**config.mk**
```make
export PLATFORM = sky130hd
export DESIGN_NAME = stk_pipe_ad
export DESIGN_NICKNAME = d
export VERILOG_FILES = /design/src/rtl/stk_pipe_ad.sv
export SDC_FILE = /design/constraint.sdc
export NUM_CORES = 1
export LEC_CHECK = 0
export ABC_AREA = 1
export BUFFER_PORTS_ARGS = -buffer_cell sky130_fd_sc_hd__buf_4
export CELL_PAD_IN_SITES_DETAIL_PLACEMENT = 1
export CELL_PAD_IN_SITES_GLOBAL_PLACEMENT = 1
export CORE_MARGIN = 2
export CORE_UTILIZATION = 23
export DETAILED_ROUTE_END_ITERATION = 8
export PLACE_DENSITY = 0.48
export SYNTH_ARGS = -nofsm -noshare
export SYNTH_HDL_FRONTEND = slang
export SYNTH_SLANG_ARGS = --single-unit
```
**constraint.sdc**
```tcl
create_clock -name clk -period 8.2 [get_ports clk]
set_input_delay 1.64 -clock clk [delete_from_list [all_inputs] [get_ports clk]]
set_output_delay 1.64 -clock clk [all_outputs]
set_load 0.02 [all_outputs]
```
**src/rtl/stk_pipe_ad.sv**
```systemverilog
// stk_pipe_ad: command intake with descriptor allocation, one-cycle pointer
// lookup and a credit-protected output FIFO.

package stk_pkg;
  localparam int PTR_W = 8;
endpackage

module stk_pipe_ad #(
  parameter int DATA_W    = 32,
  parameter int PTR_W     = stk_pkg::PTR_W,
  parameter int OUT_DEPTH = 4
) (
  input  logic              clk,
  input  logic              arst_n,
  input  logic              i_cmd_vld,
  input  logic [DATA_W-1:0] i_cmd_data,
  output logic              o_cmd_rdy,
  output logic              o_ad_alloc,
  input  logic              i_ad_empty_r,
  input  logic              i_ad_busy_r,
  input  logic [PTR_W-1:0]  i_lk_ptr_w,
  output logic              o_out_vld,
  output logic [PTR_W-1:0]  o_out_ptr,
  output logic [DATA_W-1:0] o_out_data,
  input  logic              i_out_rdy,
  output logic [15:0]       o_alloc_cnt_r
);

  localparam int AW = $clog2(OUT_DEPTH);
  localparam int CW = AW + 1;
  localparam int EW = PTR_W + DATA_W;
  localparam logic [CW-1:0] CRED_ONE = CW'(1);
  localparam logic [CW-1:0] CRED_MAX = CW'(OUT_DEPTH);
  localparam logic [AW:0]   PTR_ONE  = (AW + 1)'(1);

  typedef enum logic {
    ST_INIT = 1'b0,
    ST_RUN  = 1'b1
  } state_e;

  state_e            state_q, state_d;
  logic              run_en;
  logic [CW-1:0]     credit_q, credit_d;
  logic              lk_vld_q;
  logic [DATA_W-1:0] lk_data_q;
  logic [AW:0]       wr_ptr_q, rd_ptr_q;
  logic [EW-1:0]     mem_q [OUT_DEPTH];
  logic [EW-1:0]     head;
  logic [15:0]       alloc_cnt_q;
  logic              accept;
  logic              pop;
  logic              push;

  // State register: INIT until the allocator finishes initializing, then RUN forever.
  always_ff @(posedge clk or negedge arst_n) begin
    if (!arst_n) begin
      state_q <= ST_INIT;
    end else begin
      state_q <= state_d;
    end
  end

  // Next state and intake handshake; accepting already in the cycle busy drops.
  always_comb begin
    state_d = state_q;
    run_en  = 1'b0;
    if (state_q == ST_INIT && !i_ad_busy_r) begin
      state_d = ST_RUN;
    end
    // Held low while reset is asserted so nothing is offered during reset.
    run_en    = arst_n & (state_d == ST_RUN);
    o_cmd_rdy = run_en & ~i_ad_empty_r & (credit_q != '0);
  end

  assign accept     = i_cmd_vld & o_cmd_rdy;
  assign o_ad_alloc = accept;
  assign pop        = o_out_vld & i_out_rdy;
  assign push       = lk_vld_q;

  // Credit tracks free FIFO slots minus lookups still in flight.
  always_comb begin
    credit_d = credit_q;
    if (accept && !pop) begin
      credit_d = credit_q - CRED_ONE;
    end else if (pop && !accept) begin
      credit_d = credit_q + CRED_ONE;
    end
  end

  // Control registers: credit, lookup valid, FIFO pointers and allocation count.
  always_ff @(posedge clk or negedge arst_n) begin
    if (!arst_n) begin
      credit_q    <= CRED_MAX;
      lk_vld_q    <= 1'b0;
      wr_ptr_q    <= '0;
      rd_ptr_q    <= '0;
      alloc_cnt_q <= '0;
    end else begin
      credit_q <= credit_d;
      lk_vld_q <= accept;
      if (push) begin
        wr_ptr_q <= wr_ptr_q + PTR_ONE;
      end
      if (pop) begin
        rd_ptr_q <= rd_ptr_q + PTR_ONE;
      end
      if (accept && alloc_cnt_q != 16'hFFFF) begin
        alloc_cnt_q <= alloc_cnt_q + 16'd1;
      end
    end
  end

  // Datapath storage: lookup payload and FIFO entries carry no reset.
  always_ff @(posedge clk) begin
    if (accept) begin
      lk_data_q <= i_cmd_data;
    end
    if (push) begin
      mem_q[wr_ptr_q[AW-1:0]] <= {i_lk_ptr_w, lk_data_q};
    end
  end

  // Head of the FIFO is read directly so a new entry shows the cycle after its write.
  assign head          = mem_q[rd_ptr_q[AW-1:0]];
  assign o_out_vld     = (wr_ptr_q != rd_ptr_q);
  assign o_out_ptr     = head[EW-1:DATA_W];
  assign o_out_data    = head[DATA_W-1:0];
  assign o_alloc_cnt_r = alloc_cnt_q;

endmodule

```
==> impl_metrics.py, run 1 <==
metrics = {
    "run_status": {
        "run_status": "complete, no violations",
    },
    "synthesis": {
        "syn_inst": 630,
        "yosysSeqAreaShare_pct": 76.5,
        "syn_nets": 684,
        "yosysTopAreaCellShare_pct": 68.5,
        "avgSynthCellArea_sq_um": 13.4,
        "yosysTopAreaCell": "edfxtp_1",
        "ys_warn_count": 0,
        "synthTopCellsByCount": "edfxtp_1, nor2_1, nand2_1, o21ai_0, o22ai_1",
        "ys_types": 25,
        "synth_seq_cells": 219,
        "synth-edff-count": 192,
        "synth_ff_type": "edfxtp_1",
        "synth.area.top_cells": "edfxtp_1, dfrtp_1, o21ai_0",
        "synth.most_common_cell": "edfxtp_1",
        "syn_area_sq_um": 8420,
        "synthArstFlopShare_pct": 12.3,
    },
    "global_route": {
        "grt_pass1_vias": 5478,
        "grt_max_degree": 84,
        "track_usage_pct": 11.1,
        "antenna_found_initial": 2,
        "grt.overflow.total": 0,
        "grt_pass1_wl_um": 32400,
    },
    "finish": {
        "register_area_sq_um": 6440,
        "layout-drive-gt1-share_pct": 22.2,
        "antenna_cells": 0,
        "final_nets": 797,
        "fillers": 3946,
        "final_util_pct": 28.9,
        "syn_to_final_growth_pct": 24.8,
        "multiInputGateArea_sq_um": 1740,
    },
    "die": {
        "io_pins": 105,
        "start_util_pct": 23.2,
        "core-area_sq_um": 36300,
        "dieArea_sq_um": 38100,
        "row_count": 70,
        "die_y_um": 195,
        "dieWidth_um": 195,
    },
    "critical_path": {
        "critPathBufInv": 4,
        "slowest_delay_ps": 610,
        "path_delay_family": "buffers and inverters",
        "start_kind": "register",
        "critPathKind": "register to output pin",
        "cpMostUsedCell": "buf_4",
        "path_cells": "buf_4 -> inv_2 -> buf_4 -> o21ai_0 -> o22ai_1 -> buf_4",
        "path_max_fanout": 83,
        "cp.arrival_ps": 3000,
        "required_ps": 6560,
        "critical_path.slowest_cell": "buf_4",
        "worstSetupEndpointType": "output pin",
    },
    "clock_tree": {
        "numCtsBuffers": 26,
        "cts_resized": 0,
        "post_cts_buffers": 0,
        "root_buffer": "clkbuf_16",
        "holdBufCountCts": 0,
        "cts_tree": "yes",
        "path_clk_slew_ps": 60,
        "clock-sinks": 219,
        "htreeDepth": 1,
        "insertion_delay_ps": 520,
        "clockBufferDepth": 3,
    },
    "power": {
        "peakVddDrop_uv": 120,
        "powerDensity_nw_per_um2": 340,
        "leakagePower_nw": 3.77,
    },
    "timing": {
        "fin_setup_tns_ps": 0,
        "maxSlewHeadroom_pct": 37.2,
        "finalClockSkew_ps": 13.8,
        "fin_crit_ps": 4640,
        "period_share_pct": 56.6,
        "max_freq_ghz": 0.215,
        "slew_viol_final": 0,
        "rsz0062_at_grt": "false",
        "final-hold-violation-count": 0,
        "setup_violations": 0,
        "tightest_slew_ps": 941,
    },
    "worst_hold_path": {
        "hold_class": "register to register",
    },
    "detailed_routing": {
        "dr.pass1.iters": 5,
        "via_per_inst": 4.24,
        "wl_met3_um": 1040,
        "route.met2.wl_um": 10200,
        "top_layer": "met5",
        "wl_met1_um": 9530,
        "ant_nets": 0,
        "vias": 5217,
        "drt_wl_total_um": 21100,
        "post-route-drc-count": 0,
        "wire_per_inst_um": 17.2,
        "drtIter0Drc": 114,
    },
    "placed_design": {
        "hpwl_um": 11900,
        "io_buffers": 104,
        "gp_congestion": 0.686,
    },
    "run": {
        "maxCapViolCount": 0,
    },
}
-- worst reg2reg max path, delay by kind of cell, from the launching register on --
family                     cells  cell delay (ps)
and+or+nand+nor                2              370
buffers and inverters          2              700
DFF                            1              340
adders and majority gates      2              560
xor gates and xnor gates       2              470
AOI/OAI and AO/OA              2              270
-- cell families after synthesis --
kind of cell,Yosys count,share of synthesized area (%)
compound gates,133,8.50
xor+xnor,14,1.46
fa+ha+maj,8,1.28
buf+inv,58,2.79
flops,219,76.5
simple gates,198,9.42
-- final cells by class --
class | count | share of cell area (%)
multi-input combinational | 353 | 16.6
tap | 468 | 5.57
sequential | 219 | 61.4
clock inverter | 10 | 0.488
clock buffer | 36 | 6.85
timing repair buffer | 114 | 8.15
inverter | 29 | 1.04
-- metrics by stage --
step	total power [mW]	area [sq um]	std cells	worst slack (ps)	hold WS, ps
after floorplan	2.08	8420	630	3860	442
after global placement	2.58	9730	1183	3710	472
after detailed placement	2.60	9730	1183	3730	482
after CTS	3.66	10500	1229	3410	497
after global routing	3.80	10500	1229	3230	512
final	3.57	10500	1229	3560	491
-- power by group --
group / total, mW / switching, mW / leakage, nW / internal, mW
Sequential: 1.38 / 0.0623 / 2.08 / 1.31
Clock: 1.04 / 0.427 / 0.384 / 0.608
Combinational: 1.16 / 0.755 / 1.30 / 0.402
-- routing by layer --
metal,up-vias,GRT usage (%)
li1,2478,-
met1,2614,14.3
met2,94,18.8
met3,27,2.73
met4,4,2.86
met5,-,0
-- registers in the layout, indices dropped and copies added, names as in the netlist --
name and count:
wr_ptr_q 3, lk_data_q 32, credit_q 3, state_q 1, lk_vld_q 1, o_alloc_cnt_r 16
mem_q 160, rd_ptr_q 3
-- placed cells by master (no fill, tap or decap), types with 10 or more instances in the layout --
cell,instances
buf_4,114
clkbuf_16,27
dfrtp_1,24
edfxtp_1,192
inv_1,18
inv_2,10
nand2_1,80
nand3_1,13
nor2_1,94
o21ai_0,76
o21ai_1,16
o22ai_1,40
-- final timing paths --
kind / startpoint / end / slack (ps) / depth (start not counted)
worst max-delay path: rd_ptr_q[0]$_DFFE_PN0P_ / o_out_data[29] / 3560 / 6
min in group asynchronous: arst_n / o_alloc_cnt_r[14]$_DFFE_PN0P_ / 1040 / 1
worst max register to register: rd_ptr_q[0]$_DFFE_PN0P_ / credit_q[2]$_DFFE_PN1P_ / 5390 / 10
worst min-delay path: lk_data_q[27]$_DFFE_PP_ / mem_q[2][27]$_DFFE_PP_ / 490 / 0
worst min register to register: lk_data_q[27]$_DFFE_PP_ / mem_q[2][27]$_DFFE_PP_ / 490 / 0
max in group asynchronous: arst_n / credit_q[2]$_DFFE_PN1P_ / 6840 / 1
Note: power is estimated with default switching activity, not from simulation.
==> run 2: changes to the inputs <==
--- a/config.mk
+++ b/config.mk
@@ -5,14 +5,14 @@
 export SDC_FILE = /design/constraint.sdc
 export NUM_CORES = 1
 export LEC_CHECK = 0
-export ABC_AREA = 1
+export ABC_AREA = 0
 export BUFFER_PORTS_ARGS = -buffer_cell sky130_fd_sc_hd__buf_4
 export CELL_PAD_IN_SITES_DETAIL_PLACEMENT = 1
 export CELL_PAD_IN_SITES_GLOBAL_PLACEMENT = 1
 export CORE_MARGIN = 2
 export CORE_UTILIZATION = 23
 export DETAILED_ROUTE_END_ITERATION = 8
-export PLACE_DENSITY = 0.48
+export PLACE_DENSITY = 0.47
 export SYNTH_ARGS = -nofsm -noshare
 export SYNTH_HDL_FRONTEND = slang
 export SYNTH_SLANG_ARGS = --single-unit
==> constraint.sdc (replaced) <==
create_clock -name clk -period 4.7 [get_ports clk]
set_input_delay 0.94 -clock clk [delete_from_list [all_inputs] [get_ports clk]]
set_output_delay 0.94 -clock clk [all_outputs]
set_load 0.02 [all_outputs]
==> impl_metrics.py, run 2 <==
metrics = {
    "detailed_routing": {
        "post-route-drc-count": 0,
        "via_per_inst": 4.00,
        "drtIter0Drc": 153,
        "wire_per_inst_um": 18.6,
        "dr.pass1.iters": 4,
        "drt_wl_total_um": 18200,
        "vias": 3908,
        "ant_nets": 0,
    },
    "critical_path": {
        "required_ps": 3760,
        "reg2reg_depth": 9,
        "cp.arrival_ps": 2440,
        "path_max_fanout": 43,
        "critPathKind": "register to output pin",
        "worstSetupEndpointType": "output pin",
        "start_kind": "register",
    },
    "placed_design": {
        "dp_slack_ps": 1190,
        "hpwl_um": 11100,
        "gp_congestion": 0.692,
        "io_buffers": 104,
    },
    "power": {
        "powerDensity_nw_per_um2": 569,
        "power.total_mw": 5.92,
        "cell_internal_pwr_mw": 4.20,
        "swShare_pct": 29.1,
        "p_clk_share_pct": 33.9,
        "peakVddDrop_uv": 228,
        "seq_power_share_pct": 43.3,
        "power.combinational.fraction_pct": 22.9,
        "p_switching_mw": 1.72,
        "leakagePower_nw": 3.65,
    },
    "die": {
        "die_y_um": 192,
        "io_pins": 105,
        "core-area_sq_um": 35200,
        "dieArea_sq_um": 37000,
        "dieWidth_um": 192,
        "start_util_pct": 23.2,
        "row_count": 69,
    },
    "finish": {
        "largest_register_ffs": 160,
        "syn_to_final_growth_pct": 27.4,
        "fillers": 3621,
        "layout-drive-gt1-share_pct": 40.8,
        "final_cell_mix": "edfxtp_1, buf_4, mux4_2",
        "antenna_cells": 0,
        "final_nets": 551,
        "final_common_cell": "edfxtp_1",
    },
    "run": {
        "maxCapViolCount": 0,
    },
    "synthesis": {
        "synth-edff-count": 192,
        "synth.most_common_cell": "edfxtp_1",
        "ys_warn_count": 0,
        "ys_types": 33,
        "yosysTopAreaCellShare_pct": 70.6,
        "syn_nets": 422,
        "yosysTopAreaCell": "edfxtp_1",
        "synth.area.top_cells": "edfxtp_1, mux4_2, dfrtp_1",
        "synth_seq_cells": 219,
        "syn_inst": 368,
        "synth_ff_type": "edfxtp_1",
        "synthTopCellsByCount": "edfxtp_1, mux4_2, dfrtp_1, xor2_1",
        "yosysSeqAreaShare_pct": 78.9,
        "synthArstFlopShare_pct": 12.3,
        "avgSynthCellArea_sq_um": 22.2,
        "syn_area_sq_um": 8170,
    },
    "global_route": {
        "grt_max_degree": 44,
        "grt_pass1_wl_um": 27500,
        "grt.overflow.total": 0,
        "track_usage_pct": 9.96,
        "antenna_found_initial": 0,
        "grt_pass1_vias": 4478,
    },
    "timing": {
        "fin_ws_ps": 1320,
        "maxSlewHeadroom_pct": 36.1,
        "setup_violations": 0,
        "tightest_slew_ps": 959,
        "fin_setup_tns_ps": 0,
        "fin_crit_ps": 3380,
        "max_freq_ghz": 0.296,
        "finalClockSkew_ps": 6.21,
        "period_share_pct": 71.9,
        "final-hold-violation-count": 0,
        "rsz0062_at_grt": "false",
        "slew_viol_final": 0,
    },
    "clock_tree": {
        "cts_resized": 0,
        "holdBufCountCts": 0,
        "insertion_delay_ps": 520,
        "path_clk_slew_ps": 60,
        "clock-sinks": 219,
        "root_buffer": "clkbuf_16",
        "htreeDepth": 1,
        "cts_tree": "yes",
        "numCtsBuffers": 27,
        "post_cts_buffers": 0,
        "clockBufferDepth": 3,
    },
    "worst_hold_path": {
        "hold_class": "primary input to async pin",
    },
    "run_status": {
        "run_status": "complete, no violations",
    },
}
run 2: cell types whose count changed in the layout (fill, tap and decap cells not counted), moves of 11 or more:
cell     change
nor2_1      -91
o21ai_0     -74
nand2_1     -72
mux4_2      +40
o22ai_1     -40
o21ai_1     -16
inv_1       -11
run 2: cell families (layout without fill, tap and decap cells):
kind of cell / after synthesis / count (layout) / synth area share, %
compound gates: 2 / 2 / 0.123
xor+xnor: 23 / 23 / 2.47
fa+ha+maj: 8 / 8 / 1.32
buf+inv: 21 / 170 / 1.15
flops: 219 / 219 / 78.9
mux: 44 / 44 / 11.6
simple gates: 51 / 51 / 4.49
run 2: layout make-up:
type                            instances  area, sq um  share of cell area, %
Sequential cell                       219         6450                   62.0
Multi-Input combinational cell        128         1640                   15.7
Timing Repair Buffer                  113          848                   8.15
Clock buffer                           31          691                   6.64
Tap cell                              461          577                   5.54
Clock inverter                         18          174                   1.67
Inverter                                8         30.0                  0.289
run 2: path summary, 6_finish.rpt:
| kind | start | to | slack, ps |
|---|---|---|---|
| worst max-delay path | rd_ptr_q[0]$_DFFE_PN0P_ | o_out_ptr[6] | 1320 |
| worst min-delay path | arst_n | o_alloc_cnt_r[10]$_DFFE_PN0P_ | 350 |
| worst max register to register | rd_ptr_q[0]$_DFFE_PN0P_ | credit_q[2]$_DFFE_PN1P_ | 1880 |
| worst min register to register | rd_ptr_q[2]$_DFFE_PN0P_ | rd_ptr_q[2]$_DFFE_PN0P_ | 490 |
| max in group asynchronous | arst_n | credit_q[2]$_DFFE_PN1P_ | 4040 |
| min in group clk | rd_ptr_q[2]$_DFFE_PN0P_ | rd_ptr_q[2]$_DFFE_PN0P_ | 490 |
run 2: power by group through the flow:
stage	Sequential (mW)	Clock, mW	Combinational [mW]
2_1_floorplan	2.42	0	0.968
3_3_place_gp	2.61	0	1.38
3_5_place_dp	2.63	0	1.39
4_1_cts	2.59	2.08	1.40
5_1_grt	2.61	2.15	1.46
6_report	2.56	2.00	1.35
run 2: per-layer routing:
| layer | GRT usage [%] | vias to the layer above | wire length, um |
|---|---|---|---|
| met5 | 0 | - | 0 |
| met4 | 2.67 | 0 | 390 |
| met3 | 2.69 | 29 | 1110 |
| met2 | 17.4 | 85 | 9210 |
| met1 | 12.1 | 2047 | 7440 |
| li1 | - | 1747 | - |
run 2: worst max-delay path, stage by stage (launching register included):
cell and delay [ps]:
dfrtp_4 1060, mux4_2 650, buf_4 180
run 2: stage by stage:
stage | cell area, sq um | util [%] | hold WS, ps | instances
finish | 10400 | 29.5 | 346 | 978
global route | 10400 | 29.5 | 352 | 978
CTS | 10400 | 29.5 | 338 | 978
detailed placement | 9540 | 27.1 | 484 | 929
global placement | 9540 | 27.1 | 464 | 929
floorplan | 8170 | - | 459 | 368
